`src/rtl/ic_defs.sv`:
```
// Shared interconnect definitions: write-path FSM encoding, slave select and
// ID tagging layout (also used by the response mux), and AXI3 field widths.
package ic_defs;

    typedef enum logic [1:0] {
        ST_IDLE = 2'd0,
        ST_AW   = 2'd1,
        ST_DATA = 2'd2
    } wr_state_e;

    localparam int SEL_W   = 2;
    localparam int NUM_SLV = 4;

    // Master number sits in slave-side ID bits [3:2]; B responses route back on these.
    localparam int ID_PFX_HI = 3;
    localparam int ID_PFX_LO = 2;

    localparam int ID_M_W  = 2;
    localparam int ID_S_W  = 4;
    localparam int LEN_W   = 4;
    localparam int SIZE_W  = 3;
    localparam int BURST_W = 2;
    localparam int DATA_W  = 32;
    localparam int STRB_W  = 4;

    function automatic logic [ID_S_W-1:0] tag_id(
        input logic [ID_S_W-ID_M_W-1:0] pfx,
        input logic [ID_M_W-1:0]        id
    );
        return {pfx, id};
    endfunction

endpackage

```
`src/rtl/wr_addr_dec_s4.sv`:
```
// Combinational decode of the two address select bits into a one-hot
// four-slave enable.
module wr_addr_dec_s4
    import ic_defs::*;
(
    input  logic [SEL_W-1:0]   i_sel,
    output logic [NUM_SLV-1:0] o_en
);

    always_comb begin
        o_en        = '0;
        o_en[i_sel] = 1'b1;
    end

endmodule

```
`src/rtl/wr_req_demux_s4.sv`:
```
// AXI3 write-request demux: one outstanding burst, registered AW stage toward
// the decoded slave, combinational W pass-through with a burst-length checker.
module wr_req_demux_s4
    import ic_defs::*;
#(
    parameter logic [1:0] MASTER_ID = 2'd0,
    parameter int         ADDR_W    = 32
) (
    input  logic               aclk,
    input  logic               areset,

    input  logic [ID_M_W-1:0]  awid_m,
    input  logic [ADDR_W-1:0]  awaddr_m,
    input  logic [LEN_W-1:0]   awlen_m,
    input  logic [SIZE_W-1:0]  awsize_m,
    input  logic [BURST_W-1:0] awburst_m,
    input  logic               awvalid_m,
    output logic               awready_m,

    input  logic [ID_M_W-1:0]  wid_m,
    input  logic [DATA_W-1:0]  wdata_m,
    input  logic [STRB_W-1:0]  wstrb_m,
    input  logic               wlast_m,
    input  logic               wvalid_m,
    output logic               wready_m,

    output logic [ID_S_W-1:0]  awid_s1,
    output logic [ADDR_W-1:0]  awaddr_s1,
    output logic [LEN_W-1:0]   awlen_s1,
    output logic [SIZE_W-1:0]  awsize_s1,
    output logic [BURST_W-1:0] awburst_s1,
    output logic               awvalid_s1,
    input  logic               awready_s1,
    output logic [ID_S_W-1:0]  wid_s1,
    output logic [DATA_W-1:0]  wdata_s1,
    output logic [STRB_W-1:0]  wstrb_s1,
    output logic               wlast_s1,
    output logic               wvalid_s1,
    input  logic               wready_s1,

    output logic [ID_S_W-1:0]  awid_s2,
    output logic [ADDR_W-1:0]  awaddr_s2,
    output logic [LEN_W-1:0]   awlen_s2,
    output logic [SIZE_W-1:0]  awsize_s2,
    output logic [BURST_W-1:0] awburst_s2,
    output logic               awvalid_s2,
    input  logic               awready_s2,
    output logic [ID_S_W-1:0]  wid_s2,
    output logic [DATA_W-1:0]  wdata_s2,
    output logic [STRB_W-1:0]  wstrb_s2,
    output logic               wlast_s2,
    output logic               wvalid_s2,
    input  logic               wready_s2,

    output logic [ID_S_W-1:0]  awid_s3,
    output logic [ADDR_W-1:0]  awaddr_s3,
    output logic [LEN_W-1:0]   awlen_s3,
    output logic [SIZE_W-1:0]  awsize_s3,
    output logic [BURST_W-1:0] awburst_s3,
    output logic               awvalid_s3,
    input  logic               awready_s3,
    output logic [ID_S_W-1:0]  wid_s3,
    output logic [DATA_W-1:0]  wdata_s3,
    output logic [STRB_W-1:0]  wstrb_s3,
    output logic               wlast_s3,
    output logic               wvalid_s3,
    input  logic               wready_s3,

    output logic [ID_S_W-1:0]  awid_s4,
    output logic [ADDR_W-1:0]  awaddr_s4,
    output logic [LEN_W-1:0]   awlen_s4,
    output logic [SIZE_W-1:0]  awsize_s4,
    output logic [BURST_W-1:0] awburst_s4,
    output logic               awvalid_s4,
    input  logic               awready_s4,
    output logic [ID_S_W-1:0]  wid_s4,
    output logic [DATA_W-1:0]  wdata_s4,
    output logic [STRB_W-1:0]  wstrb_s4,
    output logic               wlast_s4,
    output logic               wvalid_s4,
    input  logic               wready_s4,

    output logic               wlast_err
);

    wr_state_e           r_state;
    wr_state_e           w_state_nxt;

    logic [ID_S_W-1:0]   r_awid;
    logic [ADDR_W-1:0]   r_awaddr;
    logic [LEN_W-1:0]    r_awlen;
    logic [SIZE_W-1:0]   r_awsize;
    logic [BURST_W-1:0]  r_awburst;
    logic [NUM_SLV-1:0]  r_sel;
    logic [LEN_W-1:0]    r_beat_cnt;
    logic                r_wlast_err;

    logic [NUM_SLV-1:0]  w_dec_en;
    logic [NUM_SLV-1:0]  w_awready_s;
    logic [NUM_SLV-1:0]  w_wready_s;
    logic                w_awready_sel;
    logic                w_wready_sel;
    logic                w_aw_hs_m;
    logic                w_aw_hs_s;
    logic                w_w_hs;
    logic                w_aw_vld;
    logic                w_w_vld;
    logic [ID_S_W-1:0]   w_wid_tag;

    wr_addr_dec_s4 u_dec (
        .i_sel (awaddr_m[ADDR_W-1 -: SEL_W]),
        .o_en  (w_dec_en)
    );

    assign w_awready_s   = {awready_s4, awready_s3, awready_s2, awready_s1};
    assign w_wready_s    = {wready_s4, wready_s3, wready_s2, wready_s1};
    assign w_awready_sel = |(w_awready_s & r_sel);
    assign w_wready_sel  = |(w_wready_s & r_sel);

    assign w_aw_hs_m = awvalid_m && (r_state == ST_IDLE) && !areset;
    assign w_aw_hs_s = w_aw_vld && w_awready_sel;
    assign w_w_hs    = wvalid_m && wready_m;

    always_ff @(posedge aclk) begin
        if (areset) begin
            r_state <= ST_IDLE;
        end else begin
            r_state <= w_state_nxt;
        end
    end

    // awready_m is a function of state only; it also reads 1 throughout reset.
    always_comb begin
        w_state_nxt = r_state;
        awready_m   = 1'b0;
        wready_m    = 1'b0;
        w_aw_vld    = 1'b0;
        w_w_vld     = 1'b0;
        case (r_state)
            ST_IDLE: begin
                awready_m = 1'b1;
                if (awvalid_m) begin
                    w_state_nxt = ST_AW;
                end
            end
            ST_AW: begin
                w_aw_vld = 1'b1;
                if (w_awready_sel) begin
                    w_state_nxt = ST_DATA;
                end
            end
            ST_DATA: begin
                wready_m = w_wready_sel;
                w_w_vld  = wvalid_m;
                if (wvalid_m && w_wready_sel && wlast_m) begin
                    w_state_nxt = ST_IDLE;
                end
            end
            default: begin
                w_state_nxt = ST_IDLE;
            end
        endcase
        if (areset) begin
            awready_m = 1'b1;
            wready_m  = 1'b0;
            w_aw_vld  = 1'b0;
            w_w_vld   = 1'b0;
        end
    end

    always_ff @(posedge aclk) begin
        if (areset) begin
            r_awid      <= '0;
            r_awaddr    <= '0;
            r_awlen     <= '0;
            r_awsize    <= '0;
            r_awburst   <= '0;
            r_sel       <= '0;
            r_beat_cnt  <= '0;
            r_wlast_err <= 1'b0;
        end else begin
            if (w_aw_hs_m) begin
                r_awid    <= tag_id(MASTER_ID, awid_m);
                r_awaddr  <= awaddr_m;
                r_awlen   <= awlen_m;
                r_awsize  <= awsize_m;
                r_awburst <= awburst_m;
                r_sel     <= w_dec_en;
            end
            if (w_aw_hs_s) begin
                r_beat_cnt <= '0;
            end else if (w_w_hs) begin
                r_beat_cnt <= r_beat_cnt + 1'b1;
            end
            // Sticky: flagged on either an early or a missing wlast; the burst still ends on wlast.
            if (w_w_hs && (wlast_m != (r_beat_cnt == r_awlen))) begin
                r_wlast_err <= 1'b1;
            end
        end
    end

    assign wlast_err = r_wlast_err;
    assign w_wid_tag = tag_id(MASTER_ID, wid_m);

    assign awid_s1    = r_awid;
    assign awaddr_s1  = r_awaddr;
    assign awlen_s1   = r_awlen;
    assign awsize_s1  = r_awsize;
    assign awburst_s1 = r_awburst;
    assign awvalid_s1 = w_aw_vld && r_sel[0];
    assign wid_s1     = w_wid_tag;
    assign wdata_s1   = wdata_m;
    assign wstrb_s1   = wstrb_m;
    assign wlast_s1   = wlast_m;
    assign wvalid_s1  = w_w_vld && r_sel[0];

    assign awid_s2    = r_awid;
    assign awaddr_s2  = r_awaddr;
    assign awlen_s2   = r_awlen;
    assign awsize_s2  = r_awsize;
    assign awburst_s2 = r_awburst;
    assign awvalid_s2 = w_aw_vld && r_sel[1];
    assign wid_s2     = w_wid_tag;
    assign wdata_s2   = wdata_m;
    assign wstrb_s2   = wstrb_m;
    assign wlast_s2   = wlast_m;
    assign wvalid_s2  = w_w_vld && r_sel[1];

    assign awid_s3    = r_awid;
    assign awaddr_s3  = r_awaddr;
    assign awlen_s3   = r_awlen;
    assign awsize_s3  = r_awsize;
    assign awburst_s3 = r_awburst;
    assign awvalid_s3 = w_aw_vld && r_sel[2];
    assign wid_s3     = w_wid_tag;
    assign wdata_s3   = wdata_m;
    assign wstrb_s3   = wstrb_m;
    assign wlast_s3   = wlast_m;
    assign wvalid_s3  = w_w_vld && r_sel[2];

    assign awid_s4    = r_awid;
    assign awaddr_s4  = r_awaddr;
    assign awlen_s4   = r_awlen;
    assign awsize_s4  = r_awsize;
    assign awburst_s4 = r_awburst;
    assign awvalid_s4 = w_aw_vld && r_sel[3];
    assign wid_s4     = w_wid_tag;
    assign wdata_s4   = wdata_m;
    assign wstrb_s4   = wstrb_m;
    assign wlast_s4   = wlast_m;
    assign wvalid_s4  = w_w_vld && r_sel[3];

endmodule

```
`config.mk`:
```
export PLATFORM = sky130hd
export DESIGN_NAME = wr_req_demux_s4
export DESIGN_NICKNAME = d
export VERILOG_FILES = /design/src/rtl/ic_defs.sv /design/src/rtl/wr_addr_dec_s4.sv /design/src/rtl/wr_req_demux_s4.sv
export SDC_FILE = /design/constraint.sdc
export NUM_CORES = 1
export LEC_CHECK = 0
export CORE_AREA = 2 2 174 176
export CTS_BUF_LIST = sky130_fd_sc_hd__clkbuf_16
export DETAILED_ROUTE_END_ITERATION = 10
export DIE_AREA = 0 0 176 178
export GPL_TIMING_DRIVEN = 0
export PLACE_DENSITY = 0.58
export SLEW_MARGIN = 20
export SYNTH_ARGS = -nofsm -noshare
export SYNTH_HDL_FRONTEND = slang
export SYNTH_SLANG_ARGS = --single-unit
export TNS_END_PERCENT = 5
```
`constraint.sdc`:
```
create_clock -name aclk -period 1.1 [get_ports aclk]
set_input_delay 0.165 -clock aclk [delete_from_list [all_inputs] [get_ports aclk]]
set_output_delay 0.165 -clock aclk [all_outputs]
set_load 0.02 [all_outputs]
```
==> Word-level counts from Yosys, hierarchy flattened <==
Cells that the tools add are included.
{ "totals": {"register_bits": 54, "out_inout_bits": 355} }
{ "op_classes": {"n_addsub": 1, "bitwise_logic": 2, "mux": 14, "eq_ne": 7, "magnitude_cmp": 2, "n_reduce_logical": 22} }
{ "op_table": {"columns": ["op", "count"], "rows": [
  ["logical AND 1 bit", 16],
  ["2-to-1 mux 1 bit", 9],
  ["AND 4 bit", 2],
  ["OR reduction 4 bit", 2],
  ["2-to-1 mux 2 bit", 3],
  ["!= test 2 bit (second input constant)", 3],
  ["case mux 2 bit (3 select lines)", 1],
  ["adder 4 x 1 -> 4 bit (second input constant)", 1],
  ["== test 4 bit", 1],
  ["< comparator 2 x 3 -> 1 bit (second input constant)", 1],
  ["AND reduction 3 bit", 1],
  ["demux 1 bit (select 2 bit)", 1],
  ["== test 2 x 1 -> 1 bit (second input constant)", 1],
  ["== test 2 bit (second input constant)", 1],
  [">= comparator 2 x 1 -> 1 bit (second input constant)", 1],
  ["zero test 2 bit", 1],
  ["OR reduction 2 bit", 1],
  ["zero test 1 bit", 1],
  ["!= test 1 bit", 1]
]} }

==> Logic depth before layout (Yosys ltp) <==
Gate-level depths: netlist (run 1).
{ "logic_depth": {"ltp_word": 6, "mapped_depth": 6, "depth_no_buf": 4} }

==> Cells and area by module <==
From an unflattened synthesis (run 1), not the netlist that was laid out.
{ "hier_totals": {"hier_cells": 568, "area_unflattened_um2": 4461.8} }
{ "by_module_without_submodules": {"columns": ["mod", "area_each_um2", "instances", "seq_area_each_um2", "cells_each"], "rows": [
  ["wr_req_demux_s4", 4435.5, 1, 1081.0, 564],
  ["wr_addr_dec_s4", 26.3, 1, 0.0, 4]
]} }

==> Worst setup path after synthesis (run 1) <==
Ideal clock, no wire load.
{ "synth_timing": {"kind": "reg-to-output", "startpoint": "reg r_state[0]", "endpoint": "out awvalid_s1", "path_buffers": 0, "path_slack_ps": -136, "required_time_ps": 935, "t_arrival_ps": 1071, "stages_incl_launch_ff": 3, "path_cell_list": "dfxtp_1 -> nor3b_1 -> and2_1"} }
{ "synth_between": {"elab_chain_cells": 4} }
{ "synth_lines": {"columns": ["element", "line_no", "rtl"], "rows": [
  ["start: declaration", "wr_req_demux_s4.sv:86", "wr_state_e r_state;"],
  ["start signal: assignment", "wr_req_demux_s4.sv:128", "r_state <= w_state_nxt;"],
  ["== test 2 x 1 -> 1 bit", "wr_req_demux_s4.sv:139", "case (r_state)"],
  ["2-to-1 mux 1 bit", "wr_req_demux_s4.sv:139", null],
  ["2-to-1 mux 1 bit", "wr_req_demux_s4.sv:163", "if (areset) begin"],
  ["logical AND 1 bit", "wr_req_demux_s4.sv:210", "assign awvalid_s1 = w_aw_vld && r_sel[0];"],
  ["end: declaration", "wr_req_demux_s4.sv:32", "output logic awvalid_s1,"]
]} }
No other way between the ends.

==> Worst setup path after layout (run 1) <==
{ "layout_timing": {"startpoint": "reg r_state[0]", "endpoint": "out wvalid_s3"} }
{ "layout_between": {"elab_chain_cells": 4} }
{ "layout_lines": {"columns": ["element", "line_no", "rtl"], "rows": [
  ["== test 2 bit", "wr_req_demux_s4.sv:139", null],
  ["2-to-1 mux 1 bit", "wr_req_demux_s4.sv:139", null],
  ["2-to-1 mux 1 bit", "wr_req_demux_s4.sv:163", null],
  ["logical AND 1 bit", "wr_req_demux_s4.sv:239", "assign wvalid_s3 = w_w_vld && r_sel[2];"],
  ["end: declaration", "wr_req_demux_s4.sv:66", "output logic wvalid_s3,"]
]} }
No other way between the ends.

==> results.yml, run 1 <==
power:
  p_leak_nw: 4.42
  switching_power_mw: 2.87
  pwr-share-seq: 0.277
  clkPwrFrac: 0.218
  p_int_mw: 5.63
  switching_share: 0.338
  power.density_nw_per_um2: 946
  comb_power_share: 0.505
  ir_drop_mv: 0.635
timing:
  setup_tns_ns: -13.65
  worst_hold_slack_ns: 0.434
  fmaxAchievable_mhz: 668
  period_needed_ns: 1.50
  hold_viol_final: 0
  rsz0062_at_grt: "yes"
  clock_skew_ns: 0.00925
  final-max-slew-violation-count: 0
  setup_viol: 64
  min_period_over_period: 1.36
  fin_ws_ns: -0.396
setup_path:
  crit_fanout: 4
  rrSetupSlack_ns: -0.25
  path_depth: 4
  critPathKind: "reg2out"
  timing.rr.end: "r_beat_cnt[1]"
  slowest_delay_ns: 0.34
  r2r_cells: 5
  slowest_stage: "dfxtp_2"
  critPathLaunchType: "register"
  endpoint_kind: "primary output"
  crit_family: "simple AND/OR/NAND/NOR gates"
  cp.required_ns: 0.94
  rr_startpoint: "r_state[0]"
  crit_chain: "nand3b_1 -> nor2_4 -> and2_4 -> buf_6"
  arrival_ns: 1.33
  crit_buf_inv: 1
layout:
  drive_above_1_share: 0.648
  antennaDiodeCount: 0
  nets: 989
  fin_area_um2: 8980
  multi_input_area_um2: 890
  synthToLayoutAreaGrowth_pct: 113
  utilization: 0.305
  fillers: 3102
  seqCellArea_um2: 1190
min_path:
  hp-start: "wlast_m"
  hold_end: "r_state[1]"
  min_path_type: "in2reg"
  whs_path_depth: 3
yosys:
  synth_seq_cells: 54
  yosysWarningCount: 0
  synth_top_area_cell: "buf_4"
  seq_area_frac_synth: 0.257
  async_reset_ff_frac: 0
  synth_top_cell_area_share: 0.544
  synthTopCellsByCount: "buf_4 (305), dfxtp_1 (54), a22o_1 (43), nand2_1 (11), and2_1 (8)"
  yosys-top-cells-area: "buf_4 (54%), dfxtp_1 (26%), a22o_1 (8.9%)"
  synth-edff-count: 0
  yosysMostFrequentCell: "buf_4"
  ys_types: 30
  avgSynthCellArea_um2: 8.96
  synth_top_flop_cell: "dfxtp_1"
  synth_area_um2: 4210
  syn_inst: 470
die:
  die-height_um: 178
  start_util: 0.143
  die_w_um: 176
  io_pins: 449
  rows: 63
  core_um2: 29400
  dieArea_um2: 31300
route:
  viasPerCell: 3.29
  drt.antenna.violating_nets: 0
  avgRoutedWirePerCell_um: 12.2
  route.met2.wl_um: 8430
  wl_met1_um: 5330
  top_layer: "met4"
  dr.pass1.iters: 4
  routed_wl_um: 15700
  wl_met3_um: 1780
  drc: 0
  vias: 4233
  drtIter0Drc: 85
global_routing:
  track_usage: 0.0879
  grt_pass1_vias: 4111
  grt_pass1_wl_um: 21900
  grt_max_degree: 18
  grt-ovfl-total: 0
  grt_antenna_before_repair: 0
job:
  maxCapViolations: 0
place:
  routabilityCongestion: 0.785
  io_buffer_count: 394
  hpwl_um: 13300
  preCtsSetupSlack_ns: -1.22
  placed_area_um2: 8700
outcome:
  status: "finished, violations left"
  failed_checks: "negative setup slack"
clocking:
  cts_tree: "done"
  root_buffer: "clkbuf_16"
  clk_pin_slew_ns: 0.08
  cts.sinks: 54
  cts-htree-levels: 2
  clk_latency_ns: 0.29
  clockBufferDepth: 2
  cts_inserted_buffers: 5
==> layer usage <==
layer,global-route usage,up-vias
li1,-,2068
met1,0.0866,1878
met2,0.175,279
met3,0.0320,8
met4,0.0183,0
met5,0,-
==> logic make-up (layout without fill, tap and decap cells) <==
kind of cell,count (synthesis),count (layout),share of synthesized area
AOI/OAI and AO/OA,61,61,0.123
and+or+nand+nor,32,32,0.0392
DFF,54,54,0.257
buffers and inverters,313,723,0.560
other,1,16,0.000891
adders and majority gates,1,1,0.00297
xor gates and xnor gates,7,7,0.0146
muxes,1,1,0.00238
==> registers in the layout, indices dropped and copies added (netlist names) <==
name / count
r_state: 2
awburst_s1: 2
awaddr_s1: 32
r_sel: 4
awlen_s1: 4
r_beat_cnt: 4
wlast_err: 1
awsize_s1: 3
awid_s1: 2
==> how the worst max path moves through the flow <==
stage	start	endpoint	slack [ns]
detailed placement	areset	wvalid_s3	-1.22
global route	r_state[0]	wvalid_s3	-0.45
finish	r_state[0]	wvalid_s3	-0.40
global placement	areset	wvalid_s3	-1.25
CTS	r_state[0]	wvalid_s3	-0.49
floorplan	awlen_s1[1]	wlast_err	-0.1
==> power by group through the flow <==
stage	sequential [mW]	clock, mW	combinational [mW]
global placement	2.37	0	4.27
detailed placement	2.37	0	4.30
finish	2.35	1.85	4.29
CTS	2.34	1.93	4.25
global route	2.39	1.99	4.50
floorplan	2.45	0	2.25
==> tightest hold or removal path, cell delays in order <==
cell and delay, ns:
clkdlybuf4s15_2 0.26, a31oi_1 0.19, a21o_1 0.08
==> per-stage QoR <==
stage	cells	power (mW)
after floorplan	485	4.70
after global placement	1269	6.64
after detailed placement	1269	6.67
after CTS	1283	8.52
after global routing	1285	8.88
final	1285	8.50
==> cell type report <==
| type | instances | share of cell area |
|---|---|---|
| Buffer | 311 | 0.285 |
| Clock buffer | 5 | 0.0139 |
| Clock inverter | 3 | 0.00502 |
| Inverter | 2 | 0.000836 |
| Multi-Input combinational cell | 118 | 0.0991 |
| Sequential cell | 54 | 0.132 |
| Tap cell | 390 | 0.0544 |
| Timing Repair Buffer | 402 | 0.410 |
==> cells in the final DEF (no fill, tap or decap), drive strengths merged, types with 2 or more instances in the layout <==
cell,Yosys,layout
dfxtp,54,54
xnor2,7,7
a22o,43,43
nand3b,2,2
clkinvlp,0,2
a21o,3,3
conb,1,16
a22oi,4,4
clkbuf,0,5
clkdlybuf4s50,0,205
o21ai,3,3
buf,311,505
and2,8,8
clkdlybuf4s15,0,2
a21oi,4,4
inv,2,2
nand2,11,11
nor2,6,6
==> repair_timing <==
item                       CTS  global route
gates resized for setup    603            54
pin swaps                   13             5
setup endpoints to repair  241           184
hold buffers                 0             0
setup buffers                6             2
(Power assumes the default switching activity.)
==> run 2, diff against run 1 <==
--- a/config.mk
+++ b/config.mk
@@ -5,12 +5,13 @@
 export SDC_FILE = /design/constraint.sdc
 export NUM_CORES = 1
 export LEC_CHECK = 0
-export CORE_AREA = 2 2 174 176
+export CORE_AREA = 2 2 175 177
 export CTS_BUF_LIST = sky130_fd_sc_hd__clkbuf_16
 export DETAILED_ROUTE_END_ITERATION = 10
-export DIE_AREA = 0 0 176 178
+export DIE_AREA = 0 0 177 179
+export GPL_ROUTABILITY_DRIVEN = 0
 export GPL_TIMING_DRIVEN = 0
-export PLACE_DENSITY = 0.58
+export PLACE_DENSITY = 0.56
 export SLEW_MARGIN = 20
 export SYNTH_ARGS = -nofsm -noshare
 export SYNTH_HDL_FRONTEND = slang
==> constraint.sdc (replaced) <==
create_clock -name aclk -period 1.9 [get_ports aclk]
set_input_delay 0.38 -clock aclk [delete_from_list [all_inputs] [get_ports aclk]]
set_output_delay 0.38 -clock aclk [all_outputs]
set_load 0.02 [all_outputs]
==> results.yml, run 2 (synthesis results as in run 1) <==
clocking:
  clockBufferDepth: 2
  clk_latency_ns: 0.29
  cts-htree-levels: 2
  cts_tree: "done"
  cts.sinks: 54
  root_buffer: "clkbuf_16"
  cts_inserted_buffers: 5
  clk_pin_slew_ns: 0.07
  cts_hold_buf: 0
route:
  dr.pass1.iters: 4
  avgRoutedWirePerCell_um: 12.2
  routed_wl_um: 15700
  vias: 4047
  drt.antenna.violating_nets: 0
  drc: 0
  drtIter0Drc: 91
  viasPerCell: 3.14
outcome:
  status: "complete, no violations"
setup_path:
  critPathKind: "in2out"
  crit_fanout: 4
  crit_buf_inv: 2
  critPathLaunchType: "primary input"
  crit_chain: "clkdlybuf4s50_1 -> a22oi_2 -> a21oi_1 -> clkdlybuf4s15_2"
  endpoint_kind: "primary output"
  slowest_stage: "clkdlybuf4s50_1"
  slowest_delay_ns: 0.41
  crit_family: "buffers and inverters"
  cp.required_ns: 1.52
  arrival_ns: 1.47
timing:
  rsz0062_at_grt: "yes"
  setup_viol: 0
  clock_skew_ns: 0.00240
  hold_viol_final: 0
  period_needed_ns: 1.85
  setup_tns_ns: 0
  fmaxAchievable_mhz: 541
  min_period_over_period: 0.973
  worst_hold_slack_ns: 0.481
  final-max-slew-violation-count: 0
power:
  p_leak_nw: 3.97
  ir_drop_mv: 0.356
  power.density_nw_per_um2: 546
global_routing:
  grt_pass1_vias: 3872
  grt-ovfl-total: 0
  grt_antenna_before_repair: 2
  grt_pass1_wl_um: 21600
  grt_max_degree: 16
  track_usage: 0.0891
layout:
  seqCellArea_um2: 1110
  synthToLayoutAreaGrowth_pct: 112
  drive_above_1_share: 0.408
  largest_reg_flops: 32
  final_common_cell: "clkdlybuf4s50_1"
  multi_input_area_um2: 845
  fillers: 3171
  nets: 985
  layout_common_cells: "clkdlybuf4s50_1 (377), buf_4 (315), a22o_1 (43)"
place:
  hpwl_um: 13400
  io_buffer_count: 394
die:
  start_util: 0.140
  dieArea_um2: 31700
  die_w_um: 177
  die-height_um: 179
  io_pins: 449
  rows: 64
  core_um2: 30000
job:
  maxCapViolations: 0
min_path:
  min_path_type: "in2reg"
[run 2: cell count changes in the layout (fill, tap and decap cells not counted), sizes merged, moves of 2 or more]
cell	delta
buf	-180
clkdlybuf4s15	+2
clkdlybuf4s50	+172
clkinvlp	-2
[run 2: per-stage QoR]
step | instances | setup slack [ns] | power [mW] | utilization | area (µm²)
6_report | 1287 | 0.0522 | 4.86 | 0.297 | 8910
5_1_grt | 1286 | -0.00704 | 5.13 | 0.297 | 8900
4_1_cts | 1286 | 0.00552 | 4.96 | 0.296 | 8900
3_5_place_dp | 1275 | -0.853 | 3.86 | 0.290 | 8700
3_3_place_gp | 1275 | -0.872 | 3.85 | 0.290 | 8700
2_1_floorplan | 485 | 0.445 | 2.72 | - | 4270
[run 2: repair_timing]
item / 4_1_cts / 5_1_grt
gates resized for setup: 48 / 22
pin swaps: 4 / 2
gates cloned: 0 / 0
hold endpoints to repair: 0 / 0
buffers inserted: 4 / 0
setup endpoints to repair: 42 / 45
[run 2: layer usage]
layer	global-route usage	wire, µm	up-vias
li1	-	-	2051
met1	0.0883	5490	1731
met2	0.173	8380	254
met3	0.0320	1610	9
met4	0.0251	195	2
met5	0	8	-
[run 2: path summary, 6_finish.rpt]
path,startpoint,end,slack (ns),cells past startpoint
hold / removal,areset,wlast_err,0.48,3
setup / recovery,wready_s3,wready_m,0.05,4
setup reg to reg,r_state[1],awaddr_s1[17],0.61,5
hold reg to reg,wlast_err,wlast_err,0.49,1
[run 2: worst register-to-register path, delay by kind of cell, from the launching register on]
family,cells,cell delay [ns]
AND/OR/NAND/NOR,1,0.06
AO/OA/AOI/OAI,2,0.32
flip-flops,1,0.38
buffers and inverters,2,0.48
[run 2: power breakdown]
part / internal [mW] / leakage [nW] / switching [mW]
Combinational: 1.44 / 3.44 / 1.04
Sequential: 1.22 / 0.451 / 0.130
Clock: 0.611 / 0.0773 / 0.425
[run 2: cell type report]
cell class | count | area share
antenna | 1 | 0.000281
buffer | 311 | 0.264
clock buffer | 5 | 0.0140
clock inverter | 2 | 0.00379
inverter | 2 | 0.000843
multi-input combinational | 118 | 0.0948
sequential | 54 | 0.125
tap | 396 | 0.0556
timing repair buffer | 398 | 0.442
